**src/rtl/i2c_writer_if.sv**
```systemverilog
// Source-read and window-buffer-write bus between i2c_writer and its neighbours.
// master = the writer itself, slave = source memory / window buffer side.
interface i2c_writer_if;
    logic         src_rd_en;
    logic [11:0]  src_rd_addr;
    logic [127:0] src_rd_data;
    logic         buf_empty;
    logic         i2c_ready;
    logic         i2c_done;
    logic         ifm_wr_en;
    logic [4:0]   ifm_wr_addr;
    logic [127:0] pixels_in;
    logic [3:0]   valid_num;

    modport master (
        output src_rd_en, src_rd_addr, i2c_ready, i2c_done,
        output ifm_wr_en, ifm_wr_addr, pixels_in, valid_num,
        input  src_rd_data, buf_empty
    );

    modport slave (
        input  src_rd_en, src_rd_addr, i2c_ready, i2c_done,
        input  ifm_wr_en, ifm_wr_addr, pixels_in, valid_num,
        output src_rd_data, buf_empty
    );
endinterface

```
**src/rtl/i2c_writer.sv**
```systemverilog
// Fills the kernel window buffer: reads ksize*ksize source words and writes them out in order.
// Optional macro I2C_ZERO_PAD_EN: signed window origin, out-of-map positions written as zero.
module i2c_writer (
    input  logic         clock,
    input  logic         rst_n,
    input  logic         start,
    input  logic [2:0]   ksize,
    input  logic         ch_mode,
    input  logic [5:0]   win_row,
    input  logic [5:0]   win_col,
    input  logic [5:0]   ifm_height,
    input  logic [5:0]   ifm_width,
    output logic         busy,
    output logic         cfg_err,
    i2c_writer_if.master bus
);
    localparam logic [2:0] IDLE  = 3'd0;
    localparam logic [2:0] ARM0  = 3'd1;
    localparam logic [2:0] ARM1  = 3'd2;
    localparam logic [2:0] FETCH = 3'd3;
    localparam logic [2:0] DRAIN = 3'd4;
    localparam logic [2:0] DONE  = 3'd5;

    logic [2:0]   state_q, state_d;
    logic [2:0]   ksize_q;
    logic         ch_mode_q;
    logic [5:0]   row_q, col_q, height_q, width_q;
    logic [2:0]   kx_q, ky_q;
    logic [4:0]   k_q;
    logic         s1_vld_q, s1_pad_q;
    logic [4:0]   s1_idx_q;
    logic         wr_en_q;
    logic [4:0]   wr_addr_q;
    logic [127:0] pix_q;
    logic [3:0]   vnum_q;
    logic         cfg_err_q;

    logic         ksize_ok, accept, reject, fetch, in_range, last_rd, last_wr;
    logic [5:0]   n_m1;
    logic [7:0]   row_ext, col_ext;
    logic [11:0]  addr;

    assign ksize_ok = (ksize != 3'd0) && (ksize <= 3'd5);
    assign accept   = (state_q == IDLE) && start && bus.buf_empty && ksize_ok;
    assign reject   = (state_q == IDLE) && start && bus.buf_empty && !ksize_ok;
    assign fetch    = (state_q == FETCH);
    assign n_m1     = ({3'b000, ksize_q} * {3'b000, ksize_q}) - 6'd1;
    assign last_rd  = ({1'b0, k_q} == n_m1);
    assign last_wr  = wr_en_q && ({1'b0, wr_addr_q} == n_m1);

`ifdef I2C_ZERO_PAD_EN
    assign row_ext  = {{2{row_q[5]}}, row_q} + {5'd0, ky_q};
    assign col_ext  = {{2{col_q[5]}}, col_q} + {5'd0, kx_q};
    assign in_range = !row_ext[7] && (row_ext < {2'b00, height_q}) &&
                      !col_ext[7] && (col_ext < {2'b00, width_q});
`else
    logic unused_height;
    assign unused_height = ^height_q;
    assign row_ext  = {2'b00, row_q} + {5'd0, ky_q};
    assign col_ext  = {2'b00, col_q} + {5'd0, kx_q};
    assign in_range = 1'b1;
`endif

    // 12-bit arithmetic gives the required truncation for free.
    assign addr = {4'd0, row_ext} * {6'd0, width_q} + {4'd0, col_ext};

    always_comb begin
        state_d = state_q;
        case (state_q)
            IDLE:    if (accept) state_d = ARM0;
            ARM0:    state_d = ARM1;
            ARM1:    state_d = FETCH;
            FETCH:   if (last_rd) state_d = DRAIN;
            DRAIN:   if (last_wr) state_d = DONE;
            DONE:    state_d = IDLE;
            default: state_d = IDLE;
        endcase
    end

    always_ff @(posedge clock or negedge rst_n) begin
        if (!rst_n) begin
            state_q   <= IDLE;
            cfg_err_q <= 1'b0;
            ksize_q   <= 3'd0;
            ch_mode_q <= 1'b0;
            row_q     <= 6'd0;
            col_q     <= 6'd0;
            height_q  <= 6'd0;
            width_q   <= 6'd0;
        end else begin
            state_q   <= state_d;
            cfg_err_q <= reject;
            if (accept) begin
                ksize_q   <= ksize;
                ch_mode_q <= ch_mode;
                row_q     <= win_row;
                col_q     <= win_col;
                height_q  <= ifm_height;
                width_q   <= ifm_width;
            end
        end
    end

    always_ff @(posedge clock or negedge rst_n) begin
        if (!rst_n) begin
            kx_q <= 3'd0;
            ky_q <= 3'd0;
            k_q  <= 5'd0;
        end else if (state_q == ARM0) begin
            kx_q <= 3'd0;
            ky_q <= 3'd0;
            k_q  <= 5'd0;
        end else if (fetch) begin
            k_q <= k_q + 5'd1;
            if (kx_q == ksize_q - 3'd1) begin
                kx_q <= 3'd0;
                ky_q <= ky_q + 3'd1;
            end else begin
                kx_q <= kx_q + 3'd1;
            end
        end
    end

    // Stage 1 tracks the read in flight; stage 2 registers the returned word as the write.
    always_ff @(posedge clock or negedge rst_n) begin
        if (!rst_n) begin
            s1_vld_q  <= 1'b0;
            s1_pad_q  <= 1'b0;
            s1_idx_q  <= 5'd0;
            wr_en_q   <= 1'b0;
            wr_addr_q <= 5'd0;
            pix_q     <= '0;
            vnum_q    <= 4'd0;
        end else begin
            s1_vld_q  <= fetch;
            s1_pad_q  <= fetch && !in_range;
            s1_idx_q  <= k_q;
            wr_en_q   <= s1_vld_q;
            wr_addr_q <= s1_vld_q ? s1_idx_q : 5'd0;
            if (s1_vld_q && !s1_pad_q) begin
                pix_q <= ch_mode_q ? bus.src_rd_data : {80'd0, bus.src_rd_data[47:0]};
            end else begin
                pix_q <= '0;
            end
            vnum_q <= s1_vld_q ? (ch_mode_q ? 4'b1000 : 4'b0011) : 4'd0;
        end
    end

    assign bus.src_rd_en   = fetch && in_range;
    assign bus.src_rd_addr = (fetch && in_range) ? addr : 12'd0;
    assign bus.i2c_ready   = (state_q == IDLE) || (state_q == DONE);
    assign bus.i2c_done    = (state_q == DONE);
    assign bus.ifm_wr_en   = wr_en_q;
    assign bus.ifm_wr_addr = wr_addr_q;
    assign bus.pixels_in   = pix_q;
    assign bus.valid_num   = vnum_q;
    assign busy            = (state_q != IDLE);
    assign cfg_err         = cfg_err_q;
endmodule

```
**src/flat_wrapper.sv**
```systemverilog
// flat-port wrapper written by rule: the top's interface ports become plain ports
module i2c_writer_flat 
  (clock, rst_n, start, ksize, ch_mode, win_row, win_col, ifm_height, ifm_width, busy, cfg_err, bus_src_rd_en, bus_src_rd_addr, bus_i2c_ready, bus_i2c_done, bus_ifm_wr_en, bus_ifm_wr_addr, bus_pixels_in, bus_valid_num, bus_src_rd_data, bus_buf_empty);
  i2c_writer_if bus_i ();
  input  logic clock;
  input  logic rst_n;
  input  logic start;
  input  logic [2:0] ksize;
  input  logic ch_mode;
  input  logic [5:0] win_row;
  input  logic [5:0] win_col;
  input  logic [5:0] ifm_height;
  input  logic [5:0] ifm_width;
  output logic busy;
  output logic cfg_err;
  output wire logic [$bits(bus_i.src_rd_en)-1:0] bus_src_rd_en;
  output wire logic [$bits(bus_i.src_rd_addr)-1:0] bus_src_rd_addr;
  output wire logic [$bits(bus_i.i2c_ready)-1:0] bus_i2c_ready;
  output wire logic [$bits(bus_i.i2c_done)-1:0] bus_i2c_done;
  output wire logic [$bits(bus_i.ifm_wr_en)-1:0] bus_ifm_wr_en;
  output wire logic [$bits(bus_i.ifm_wr_addr)-1:0] bus_ifm_wr_addr;
  output wire logic [$bits(bus_i.pixels_in)-1:0] bus_pixels_in;
  output wire logic [$bits(bus_i.valid_num)-1:0] bus_valid_num;
  input wire logic [$bits(bus_i.src_rd_data)-1:0] bus_src_rd_data;
  input wire logic [$bits(bus_i.buf_empty)-1:0] bus_buf_empty;
  assign bus_src_rd_en = bus_i.src_rd_en;
  assign bus_src_rd_addr = bus_i.src_rd_addr;
  assign bus_i2c_ready = bus_i.i2c_ready;
  assign bus_i2c_done = bus_i.i2c_done;
  assign bus_ifm_wr_en = bus_i.ifm_wr_en;
  assign bus_ifm_wr_addr = bus_i.ifm_wr_addr;
  assign bus_pixels_in = bus_i.pixels_in;
  assign bus_valid_num = bus_i.valid_num;
  assign bus_i.src_rd_data = bus_src_rd_data;
  assign bus_i.buf_empty = bus_buf_empty;
  i2c_writer u_core (.clock(clock), .rst_n(rst_n), .start(start), .ksize(ksize), .ch_mode(ch_mode), .win_row(win_row), .win_col(win_col), .ifm_height(ifm_height), .ifm_width(ifm_width), .busy(busy), .cfg_err(cfg_err), .bus(bus_i));
endmodule
```
**config.mk**
```make
export PLATFORM = sky130hd
export DESIGN_NAME = i2c_writer_flat
export DESIGN_NICKNAME = d
export VERILOG_FILES = /design/src/rtl/i2c_writer_if.sv /design/src/rtl/i2c_writer.sv /design/src/flat_wrapper.sv
export SDC_FILE = /design/constraint.sdc
export NUM_CORES = 1
export LEC_CHECK = 0
export ABC_AREA = 1
export ABC_CLOCK_PERIOD_IN_PS = 14890
export BUFFER_PORTS_ARGS = -buffer_cell sky130_fd_sc_hd__buf_2
export CAP_MARGIN = 20
export CORE_MARGIN = 5
export CORE_UTILIZATION = 50
export DETAILED_ROUTE_END_ITERATION = 10
export PLACE_DENSITY = 0.9
export SLEW_MARGIN = 10
export SYNTH_ARGS = -nofsm -noshare
export SYNTH_HDL_FRONTEND = slang
export SYNTH_SLANG_ARGS = --single-unit
```
**constraint.sdc**
```tcl
create_clock -name clock -period 14.89 [get_ports clock]
set_input_delay 2.978 -clock clock [delete_from_list [all_inputs] [get_ports clock]]
set_output_delay 2.978 -clock clock [all_outputs]
set_load 0.02 [all_outputs]
```
### Word level (Yosys, flattened, before mapping)

Index checks and enable logic that the tools add are counted.

| storage, ports and cells | value |
|---|---|
| memories kept | 0 |
| register bits | 181 |
| input bits | 160 |
| bits in latches | 0 |
| output and inout port bits | 155 |
| memory bits (read-only) | 0 |
| bits in writable memories | 0 |
| word-level logic and storage cells | 71 |

| cells by class | value |
|---|---|
| div/mod/pow operators | 0 |
| mux-type cells | 18 |
| magnitude comparators | 1 |
| eq/ne operators | 11 |
| bitwise logic cells | 0 |
| $mul | 2 |
| reduce and logical (&&, ||, !) cells | 15 |
| shift-type cells | 0 |
| add/subtract/negate cells | 8 |

Operator list:

| operator | count |
|---|---|
| $mux W128 | 2 |
| $mux W3 | 9 |
| $mux W5 | 3 |
| $pmux W3 S5 | 1 |
| $add A6 B3 Y7 | 2 |
| $add A12 B8 Y12 | 1 |
| $eq A5 B6 Y1 | 2 |
| $mul A8 B6 Y12 | 1 |
| $mux W12 | 1 |
| $mux W4 | 2 |
| $add A3 B1 Y3 const B | 2 |
| $eq A3 B2 Y1 const B | 2 |
| $eq A3 B3 Y1 const B | 2 |
| $logic_and A1 B1 Y1 | 6 |
| $mul A3 B3 Y6 | 1 |
| $reduce_bool A3 Y1 | 2 |
| $sub A6 B1 Y6 const B | 1 |
| $add A5 B1 Y5 const B | 1 |
| $ne A2 B1 Y1 const B | 2 |
| $reduce_bool A2 Y1 | 2 |
| $eq A3 B1 Y1 const B | 1 |
| $eq A3 B3 Y1 | 1 |
| $le A3 B3 Y1 const B | 1 |
| $logic_not A3 Y1 | 1 |
| 6 further kinds | 6 |

### Logic depth before layout (Yosys ltp)

Gate-level depths: netlist of the first run.

| depth | value |
|---|---|
| depth in word-level cells | 6 |
| gate-level depth with buffers | 23 |
| mapped depth without buffers | 23 |

### Worst setup path after synthesis of the first run

OpenSTA, ideal clock, no wires.

| timing | value |
|---|---|
| kind | reg-to-output |
| from | register u_core.ky_q[0] |
| to | output bus_src_rd_addr[9] |
| data arrival time | 4.893 ns |
| buffers on the path | 0 |
| data required time | 11.912 ns |
| stages on the path, launching flop included | 21 |
| setup slack | 7.019 ns |
| cell sequence | dfrtp_1 ha_1 fa_1 nand2_1 a21oi_2 xor2_1 inv_1 nor2_1 fa_1 fa_1 fa_1 inv_1 fa_1 inv_1 ha_1 a21oi_1 o21ai_0 a21oi_1 o21ai_0 and2_1 nor2_1 |

| between the ends | value |
|---|---|
| word-level cells in the longest chain between the ends | 4 |

RTL lines:

| what | RTL line | source |
|---|---|---|
| start: declaration | i2c_writer.sv:28 | `logic [2:0] kx_q, ky_q;` |
| start signal: assignment | i2c_writer.sv:117 | `ky_q <= ky_q + 3'd1;` |
| $add A6 B3 Y7 | i2c_writer.sv:59 | `assign row_ext = {2'b00, row_q} + {5'd0, ky_q};` |
| $mul A8 B6 Y12 | i2c_writer.sv:65 | `assign addr = {4'd0, row_ext} * {6'd0, width_q} + {4'd0, col_ext};` |
| $add A12 B8 Y12 | i2c_writer.sv:65 |  |
| $mux W12 | i2c_writer.sv:150 | `assign bus.src_rd_addr = (fetch && in_range) ? addr : 12'd0;` |
| end: declaration | flat_wrapper.sv:17 | `output wire logic [$bits(bus_i.src_rd_addr)-1:0] bus_src_rd_addr;` |

No other way between the ends.

### Worst setup path in the final report of the first run

| timing | value |
|---|---|
| from | register u_core.ky_q[2] |
| to | output bus_src_rd_addr[9] |

Same word-level chain as after synthesis.

==> metrics.yaml, run 1 <==
hpwlAfterDp_mm: 18.1
r2r_end: "u_core.state_q[2]"
hold_buffers: 0
synth_cell_types: 38
critPathCaptureType: "primary output"
clk_path_buf_depth: 2
grt_antenna_before_repair: 4
cp_data_required_time_ns: 11.91
final.period_utilization_pct: 58.1
drcViolationCount: 0
start_kind: "flop"
antenna_violating_nets_post_route: 0
yosys_warnings: 0
final.min_clock_period_ns: 8.66
syn_to_final_growth_pct: 27.9
die_h_um: 140
whs_path_depth: 0
final_cell_mix: "306 x buf_2, 215 x inv_1, 178 x dfrtp_1"
root_buffer: "clkbuf_16"
ioPinCount: 315
drive_gt1_share_pct: 30.8
grt_pass1_vias: 7290
track_usage_pct: 23.7
fin_worst_skew_ns: 0.0135
syn-cell-area_um2: 8500
grt-ovfl-total: 0
ys_seq_area_share_pct: 52.7
grt_max_degree: 82
cts_setup_buffers: 0
first_pass_iters: 6
syn-num-nets: 1141
syn_inst: 912
min_path_type: "reg -> reg"
initial_core_util_pct: 51.0
rsz0062_at_grt: "no"
cp.arrival_ns: 5.68
hold_violations: 0
port_buffers: 307
final_nets: 1451
tns_ns: 0
clk_pin_slew_ns: 0.07
ctsResizeCount: 0
slew_headroom_pct: 46.1
wl_mm: 22.9
grt_first_pass_wirelength_mm: 36.5
ys_seq_elements: 179
core_area_um2: 16600
dieArea_um2: 19700
cts_tree: "done"
critical_path_class: "reg -> out"
cts.sinks: 179
avgSynthCellArea_um2: 9.32
routed-via-count: 6832
fmax_mhz: 116
vias_per_cell: 4.69
fp.dieW_um: 140
reg2reg_slack_ns: 12.49
outcome: "completed"
gp_routability_congestion: 0.887
r2r.worst_path.cells: 13
first_iter_violations: 369
drv_slew: 0
min-delay-start: "u_core.k_q[4]"
tightest_slew_ns: 0.809
setup_violations: 0
numCtsBuffers: 17
min_to: "u_core.s1_idx_q[4]"
cts_max_level: 4
crit_fanout: 6
fp-row-count: 47
wl_per_cell_um: 15.7
clock_latency_ns: 0.42
cap_violations: 0
final_common_cell: "buf_2"
rr_startpoint: "u_core.ksize_q[0]"
==> state kept, by name, summed over array words and instances (netlist names), 3 cells and up <==
signal / count
u_core.state_q: 3
u_core.k_q: 5
u_core.kx_q: 3
u_core.ky_q: 3
u_core.row_q: 6
u_core.col_q: 6
u_core.width_q: 6
u_core.bus.pixels_in: 128
u_core.bus.ifm_wr_addr: 5
u_core.ksize_q: 3
u_core.s1_idx_q: 5
==> metrics by stage <==
stage	util (%)	hold WS, ns	std cells	area [µm²]	setup slack, ns
after global placement	61.6	0.395	1423	10200	6.78
final	65.3	0.410	1458	10900	6.23
after detailed placement	61.6	0.395	1423	10200	6.71
after global routing	65.3	0.430	1458	10900	5.86
after CTS	65.2	0.410	1455	10900	6.24
after floorplan	-	0.352	912	8500	7.02
==> worst max-delay path by stage <==
stage	from	depth (start not counted)	endpoint
floorplan	u_core.ky_q[0]	20	bus_src_rd_addr[9]
global placement	u_core.ky_q[2]	23	bus_src_rd_addr[9]
detailed placement	u_core.ky_q[2]	23	bus_src_rd_addr[9]
CTS	u_core.ky_q[0]	23	bus_src_rd_addr[9]
global route	u_core.ky_q[2]	23	bus_src_rd_addr[10]
finish	u_core.ky_q[2]	21	bus_src_rd_addr[9]
==> cell families (layout without fill, tap and decap cells) <==
logic type	count (synthesis)	after routing	synth area share, %
AO/OA/AOI/OAI	64	64	4.54
XOR/XNOR	20	20	2.06
adder cells (fa/ha/maj)	69	69	12.5
buffers and inverters	239	562	10.9
flip-flops	179	179	52.7
multiplexers	8	8	1.10
other	1	4	0.0441
AND/OR/NAND/NOR	332	332	16.2
==> cell type report <==
cell class	instances	area [µm²]
clock buffers	17	425
multi-input cells	494	3090
well taps	220	275
flip-flops and latches	179	4480
diodes	3	7.51
inverters	219	822
repair buffers	311	1570
clock inverters	15	185
fillers	1280	5780
==> critical path, stage by stage (launching register included) <==
cell and delay [ns]:
dfrtp_1 0.42, ha_1 0.37, nand3_1 0.09, nand3_1 0.11, nand2_1 0.06, nor2_1 0.11
xor2_1 0.43, nor2_1 0.15, fa_1 0.56, fa_1 0.44, fa_1 0.54, inv_1 0.05
fa_1 0.52, inv_1 0.04, ha_1 0.36, nand2_1 0.10, o21ai_0 0.27, a21oi_1 0.10
o21ai_0 0.19, o21ai_0 0.10, nor2_1 0.10, buf_2 0.17
==> routing by layer <==
metal | vias up | share of wire (%) | track usage, %
li1 | 3318 | - | -
met4 | 2 | 1.9 | 7.96
met5 | - | 0.057 | 0
met1 | 3267 | 36 | 25.1
met2 | 212 | 54 | 43.2
met3 | 33 | 8.1 | 9.00
==> synthesized netlist by cell type <==
master | count | area share [%]
a21oi_2 | 11 | 1.1
nor2_4 | 3 | 0.40
o21a_1 | 1 | 0.088
mux2_2 | 7 | 0.93
nand3b_1 | 2 | 0.18
dfrtp_1 | 179 | 53
o31ai_1 | 2 | 0.18
buf_2 | 1 | 0.059
o22ai_1 | 1 | 0.074
nor2_2 | 1 | 0.074
and2_1 | 1 | 0.074
or2_2 | 2 | 0.15
nand3_1 | 26 | 1.5
nand4_1 | 7 | 0.52
xor2_1 | 9 | 0.93
nand2_4 | 3 | 0.40
xnor2_1 | 11 | 1.1
fa_1 | 26 | 6.1
buf_4 | 3 | 0.27
conb_1 | 1 | 0.044
o21ai_2 | 1 | 0.10
inv_1 | 215 | 9.5
a21oi_1 | 23 | 1.4
o21ai_1 | 2 | 0.12
o2111ai_1 | 1 | 0.10
ha_1 | 43 | 6.3
nor2_1 | 140 | 6.2
inv_2 | 4 | 0.18
a21o_1 | 1 | 0.088
buf_6 | 2 | 0.27
clkbuf_1 | 14 | 0.62
nand2_1 | 142 | 6.3
nor3_1 | 3 | 0.18
nand3_2 | 2 | 0.24
o21ai_0 | 19 | 1.1
o21bai_1 | 1 | 0.088
a21boi_0 | 1 | 0.088
mux2_4 | 1 | 0.18
Power of run 1 is left out: the tool's default activity adds up to more than one toggle a clock period on the data nets, which glitch-free logic cannot reach.
==> inputs of run 2 (changes only) <==
- ABC_AREA: 1 -> 0
- ABC_CLOCK_PERIOD_IN_PS: 14890 -> 8000
- clock period: 14.89 -> 8 ns (I/O delays scaled with it)
==> run 2 against run 1 <==
Effect of this change:
- flip-flop and latch count did not move
- non-clock buffer count rose by 2
- clock skew rose by 0.0013 ns
- critical path type unchanged
- highest routed layer unchanged
==> metrics.yaml, run 2 <==
outcome: "completed"
cp.arrival_ns: 5.92  # +0.24 ns
postPlaceCellArea_um2: 9990  # -2.5%
wl_per_cell_um: 17.6  # +12%
synthFlopType: "dfrtp_1"
clk_path_buf_depth: 2  # unchanged
root_buffer: "clkbuf_16"
ir_worst_vdd_mv: 0.627
grt_antenna_before_repair: 11  # +7
grtUsageMet2_pct: 40.3  # -2.9 points
synth_edf_count: 0  # unchanged
grt_max_degree: 113  # +38%
yosys_warnings: 0  # unchanged
dieArea_um2: 19400  # -1.6%
syn_to_final_growth_pct: 27.6
synth.most_common_cell: "dfrtp_1"
tightest_slew_ns: 1.06  # +0.248 ns
rsz0062_at_grt: "no"
min_path_type: "reg -> reg"
ys_seq_area_share_pct: 53.7  # +0.94 points
tns_ns: 0  # unchanged
design_area_um2: 10600  # -2.0%
async_reset_ff_share_pct: 100  # unchanged
fin_worst_skew_ns: 0.0147  # +0.00128 ns
port_buffers: 307  # unchanged
ys_top_cells_by_area: "dfrtp_1 54%, ha_1 6.4%, fa_1 6.2%, and3_1 6.2%, and2_1 5.8%"
p_leak_nw: 6.23
initial_core_util_pct: 50.7  # -0.36 points
first_pass_iters: 4  # -2
syn-num-nets: 933  # -18%
use_met1_pct: 25.3  # +0.27 points
ioPinCount: 315  # unchanged
fp-row-count: 47  # unchanged
final.period_utilization_pct: 94.1
cp_data_required_time_ns: 6.40  # -5.51 ns
track_usage_pct: 22.8  # -0.86 points
grt_first_pass_wirelength_mm: 34.8  # -4.6%
cts_max_level: 4  # unchanged
cts_tree: "done"
fp.dieW_um: 139  # -0.82%
cap_violations: 0  # unchanged
power.density_nw_per_um2: 539
drive_gt1_share_pct: 37.1  # +6.3 points
final_cell_mix: "306 x buf_2, 177 x dfrtp_1, 83 x and3_1"
critPathCaptureType: "primary output"
die_h_um: 139  # -0.82%
start_kind: "flop"
largest_reg_flops: 128  # unchanged
grt-ovfl-total: 0  # unchanged
hpwlAfterDp_mm: 16.7  # -8.2%
clk_pin_slew_ns: 0.07  # about the same
hold_buffers: 0  # unchanged
slew_headroom_pct: 29.4  # -17 points
clock_latency_ns: 0.43  # about the same
core_area_um2: 16500  # -1.1%
cts.sinks: 179  # unchanged
final_common_cell: "buf_2"
vias_per_cell: 4.97  # +6.1%
ys_seq_elements: 179  # unchanged
grt_pass1_vias: 6585  # -9.7%
routed-via-count: 6155  # -9.9%
wl_mm: 21.8  # -5.0%
post-synth-top-area-cell: "dfrtp_1"
yosysTopAreaCellShare_pct: 53.7  # +0.94 points
numCtsBuffers: 17  # unchanged
synth_common_cells: "179 x dfrtp_1, 83 x and3_1, 77 x and2_1"
fmax_mhz: 133
crit_fanout: 5  # -1
synth_cell_types: 47  # +24%
first_iter_violations: 237  # -36%
gp_routability_congestion: 0.838  # -5.4%
final_nets: 1228  # -15%
drcViolationCount: 0  # unchanged
avgSynthCellArea_um2: 11.9  # +27%
final.min_clock_period_ns: 7.52
grt.met3_usage_pct: 8.38  # -0.62 points
busiest_layer: "met2"
syn-cell-area_um2: 8350  # -1.8%
setup_violations: 0  # unchanged
antenna_violating_nets_post_route: 0  # unchanged
critical_path_class: "reg -> out"
syn_inst: 704  # -23%
drv_slew: 0  # unchanged
hold_violations: 0  # unchanged
-- run 2: cell types whose count changed after synthesis, sizes merged, moves of 13 or more --
cell / before / now
nor2: 144 / 21
and2: 1 / 77
nand2: 145 / 35
nor2b: 0 / 13
and3: 0 / 83
a21oi: 34 / 14
mux2: 8 / 24
inv: 219 / 40
nand3: 28 / 3
clkbuf: 14 / 27
-- run 2: layout make-up --
cell class	instances	area, µm²
Antenna cell	6	15.0
Clock buffer	18	429
Clock inverter	14	164
Fill cell	1258	5820
Inverter	40	150
Multi-Input combinational cell	448	3530
Sequential cell	179	4480
Tap cell	220	275
Timing Repair Buffer	313	1600
-- run 2: layer usage --
| metal | up-vias | routed length [µm] | part of all wire, % |
|---|---|---|---|
| li1 | 2924 | - | - |
| met1 | 2997 | 8030 | 37 |
| met2 | 187 | 11500 | 53 |
| met3 | 41 | 1680 | 7.7 |
| met4 | 6 | 558 | 2.6 |
| met5 | - | 34 | 0.16 |
-- run 2: what timing repair did --
| item | 4_1_cts | 5_1_grt |
|---|---|---|
| gates resized for setup | 0 | 3 |
| setup buffers | 0 | 2 |
| setup endpoints to repair | 0 | 4 |
-- run 2: logic make-up after synthesis --
group	count (synthesis)	share of synthesized area (%)
AOI/OAI and AO/OA	56	4.44
xor gates and xnor gates	30	3.15
adders and majority gates	69	12.7
buffers and inverters	77	4.21
DFF	179	53.7
muxes	26	3.48
other	1	0.0449
and+or+nand+nor	266	18.3
-- run 2: metrics by stage --
stage	instances	power (W)	worst slack (ns)	util (%)	hold slack (ns)
floorplan	704	0.00409	0.930	-	0.352
global placement	1197	0.00474	0.783	60.7	0.439
detailed placement	1197	0.00491	0.653	60.7	0.440
CTS	1229	0.00575	0.152	64.3	0.452
global route	1238	0.00634	0.0443	64.7	0.455
finish	1238	0.00574	0.475	64.7	0.451
-- run 2: path summary, 6_finish.rpt --
path | depth (start not counted) | endpoint | startpoint | slack (ns)
max in group asynchronous | 2 | u_core.bus.pixels_in[7] | rst_n | 5.17
worst min-delay path | 1 | u_core.bus.ifm_wr_addr[3] | u_core.s1_idx_q[3] | 0.45
min in group asynchronous | 1 | u_core.bus.pixels_in[13] | rst_n | 1.26
worst max register to register | 10 | u_core.state_q[0] | u_core.ksize_q[0] | 5.33
worst min register to register | 1 | u_core.bus.ifm_wr_addr[3] | u_core.s1_idx_q[3] | 0.45
worst max-delay path | 22 | bus_src_rd_addr[10] | u_core.ky_q[0] | 0.48
-- run 2: worst max-delay path: stages, from the launching register on --
cell     delay, ns
dfrtp_1       0.43
ha_1          0.25
fa_1          0.40
a21oi_1       0.20
nor2b_1       0.10
xnor2_2       0.26
nor2b_1       0.11
fa_1          0.51
inv_1         0.05
fa_1          0.47
inv_1         0.06
fa_1          0.53
inv_1         0.05
fa_1          0.53
inv_1         0.04
ha_1          0.33
nor4_1        0.37
nor3_1        0.10
o21ai_0       0.15
a21oi_1       0.08
o21a_1        0.17
nor3_1        0.14
buf_2         0.19
-- run 2: power breakdown --
group	leakage [nW]	switching (W)	internal (W)
Clock	0.283	0.000392	0.000420
Combinational	3.54	0.00210	0.00152
Sequential	2.40	0.000192	0.00111
Total	6.23	0.00268	0.00306
Note: power is estimated with default switching activity, not from simulation.
==> inputs of run 3 (changes only) <==
- ABC_CLOCK_PERIOD_IN_PS: 8000 -> 8820
- clock period: 8 -> 8.82 ns (I/O delays scaled with it)
==> run 3 against run 2 <==
Effect of this change:
- final area barely moved
- global-route usage barely moved
- combinational power fell by 9.7%
- hold slack improved by 0.0040 ns
- clock-buffer cell count did not move
- sequential power fell by 9%
- setup slack improved by 0.37 ns
- total power fell by 8.7%
- sequential share of layout area barely moved
- clock skew rose by 0.0014 ns
- final cell count fell by 0.40%
- critical path type unchanged
- largest cell class unchanged
- highest routed layer unchanged
==> metrics.yaml, run 3 (same netlist as run 2, synthesis figures left out) <==
crit_fanout: 6  # +1
wl_per_cell_um: 17.6  # +0.22%
ioPinCount: 315  # unchanged
crit_top_cell: "fa_1"
ctsResizeCount: 0  # unchanged
p_leak_nw: 6.22  # about the same
cap_violations: 0  # unchanged
layout.cells.non_filler: 1233  # -0.40%
whs_ns: 0.455  # +0.00402 ns
hold_buffers: 0  # unchanged
fin_worst_skew_ns: 0.0161  # +0.00138 ns
track_usage_pct: 22.8  # -0.047 points
final.period_utilization_pct: 90.4
clk_pin_slew_ns: 0.07  # about the same
cp.arrival_ns: 6.21  # +0.29 ns
first_pass_iters: 4  # unchanged
die_h_um: 139  # unchanged
hpwlAfterDp_mm: 16.5  # -0.94%
seq_area_um2: 4480  # unchanged
drive_gt1_share_pct: 36.7  # -0.32 points
drv_slew: 0  # unchanged
critPathBufInv: 5  # unchanged
cts_max_level: 4  # unchanged
grt_max_degree: 113  # unchanged
grt.met3_usage_pct: 8.76  # +0.38 points
start_kind: "flop"
numCtsBuffers: 17  # unchanged
multi_input_area_um2: 3520  # -0.43%
setup_violations: 0  # unchanged
final_cell_mix: "306 x buf_2, 177 x dfrtp_1, 83 x and3_1"
cp_data_required_time_ns: 7.06  # +0.66 ns
clock_latency_ns: 0.43  # about the same
fp-row-count: 47  # unchanged
fp.dieW_um: 139  # unchanged
crit_family: "adder cells"
fillers: 1319  # +4.8%
cts.sinks: 179  # unchanged
grt_antenna_before_repair: 7  # -4
outcome: "completed"
power.density_nw_per_um2: 492  # -8.8%
drcViolationCount: 0  # unchanged
grt-ovfl-total: 0  # unchanged
first_iter_violations: 303  # +28%
path_cells: "ha_1 > fa_1 > a21oi_1 > nor2b_1 > xnor2_1 > nor2b_1 > fa_1 > inv_1 > fa_1 > inv_1 > fa_1 > inv_1 > fa_1 > inv_1 > ha_1 > nor4_1 > nor3_1 > o21ai_0 > a21oi_1 > o21a_1 > nor3_1 > buf_2"
slew_headroom_pct: 28.1  # -1.2 points
min_path_type: "reg -> reg"
syn_to_final_growth_pct: 27.7  # about the same
cts_setup_buffers: 0  # unchanged
pre_cts_ws_ns: 1.33  # +0.681 ns
dp.cells: 1196  # -0.084%
dieArea_um2: 19400  # unchanged
ir_worst_vdd_mv: 0.557  # -11%
wl_mm: 21.8  # -0.18%
use_met1_pct: 24.9  # -0.39 points
tightest_slew_ns: 1.08  # +0.0185 ns
antenna_violating_nets_post_route: 0  # unchanged
final_common_cell: "buf_2"
slowest_stage: "fa_1"
vias_per_cell: 4.95  # -0.41%
setup_ws_ns: 0.845  # +0.369 ns
core_area_um2: 16500  # unchanged
root_buffer: "clkbuf_16"
tns_ns: 0  # unchanged
critical_path_class: "reg -> out"
initial_core_util_pct: 50.7  # unchanged
critPathCaptureType: "primary output"
largest_reg_flops: 128  # unchanged
fmax_mhz: 125
cts_tree: "done"
grt_first_pass_wirelength_mm: 34.6  # -0.69%
grtUsageMet2_pct: 40.2  # -0.077 points
grt_pass1_vias: 6575  # -0.15%
routed-via-count: 6105  # -0.81%
final_nets: 1226  # -0.16%
hold_violations: 0  # unchanged
port_buffers: 307  # unchanged
rsz0062_at_grt: "no"
busiest_layer: "met2"
gp_routability_congestion: 0.824  # -1.7%
final.min_clock_period_ns: 7.98
clk_path_buf_depth: 2  # unchanged
max_stage_delay_ns: 0.53  # about the same
[run 3: changes by cell type in the layout (fill, tap and decap cells not counted), moves of 2 or more]
cell / delta
diode_2: -3
clkinv_4: -3
clkinv_8: -2
bufinv_16: +2
xnor2_1: +2
clkinvlp_4: +2
buf_4: -3
xnor2_2: -2
[run 3: final cells by class]
type / instances / share of cell area, %
Timing Repair Buffer: 311 / 15.1
Tap cell: 220 / 2.58
Multi-Input combinational cell: 448 / 33.0
Inverter: 40 / 1.41
Clock buffer: 18 / 4.03
Antenna cell: 3 / 0.0704
Sequential cell: 179 / 42.1
Clock inverter: 14 / 1.80
[run 3: worst reg2reg max path: stages, from the launching register on]
cell and delay [ns]:
dfrtp_1 0.50, nor2b_1 0.56, nand2_1 0.55, inv_1 0.30, a21oi_1 0.08, o22ai_2 0.24
mux2_1 0.35
[run 3: worst paths after layout]
| check | startpoint | end | slack (ns) | depth (start not counted) |
|---|---|---|---|---|
| setup / recovery | u_core.ky_q[0] | bus_src_rd_addr[10] | 0.84 | 22 |
| hold / removal | u_core.s1_idx_q[3] | u_core.bus.ifm_wr_addr[3] | 0.46 | 1 |
| setup reg to reg | u_core.state_q[0] | u_core.state_q[0] | 6.12 | 6 |
| hold reg to reg | u_core.s1_idx_q[3] | u_core.bus.ifm_wr_addr[3] | 0.46 | 1 |
| max in group asynchronous | rst_n | u_core.bus.pixels_in[7] | 6.09 | 3 |
| min in group asynchronous | rst_n | u_core.bus.pixels_in[126] | 1.43 | 1 |
[run 3: stage by stage]
stage | util, % | power (W) | area (µm²)
CTS | 64.4 | 0.00525 | 10600
floorplan | - | 0.00371 | 8350
detailed placement | 60.6 | 0.00444 | 9980
finish | 64.7 | 0.00524 | 10700
global route | 64.7 | 0.00578 | 10700
global placement | 60.6 | 0.00430 | 9980
[run 3: power breakdown]
part           internal [W]  total, W  switching, W
Sequential          0.00101   0.00119      0.000175
Clock              0.000433  0.000784      0.000350
Combinational       0.00137   0.00327       0.00190
[run 3: routing by layer]
| layer | vias up | part of all wire (%) |
|---|---|---|
| met5 | - | 0.16 |
| met4 | 4 | 2.4 |
| met3 | 36 | 8.0 |
| met2 | 191 | 53 |
| met1 | 2957 | 36 |
| li1 | 2917 | - |
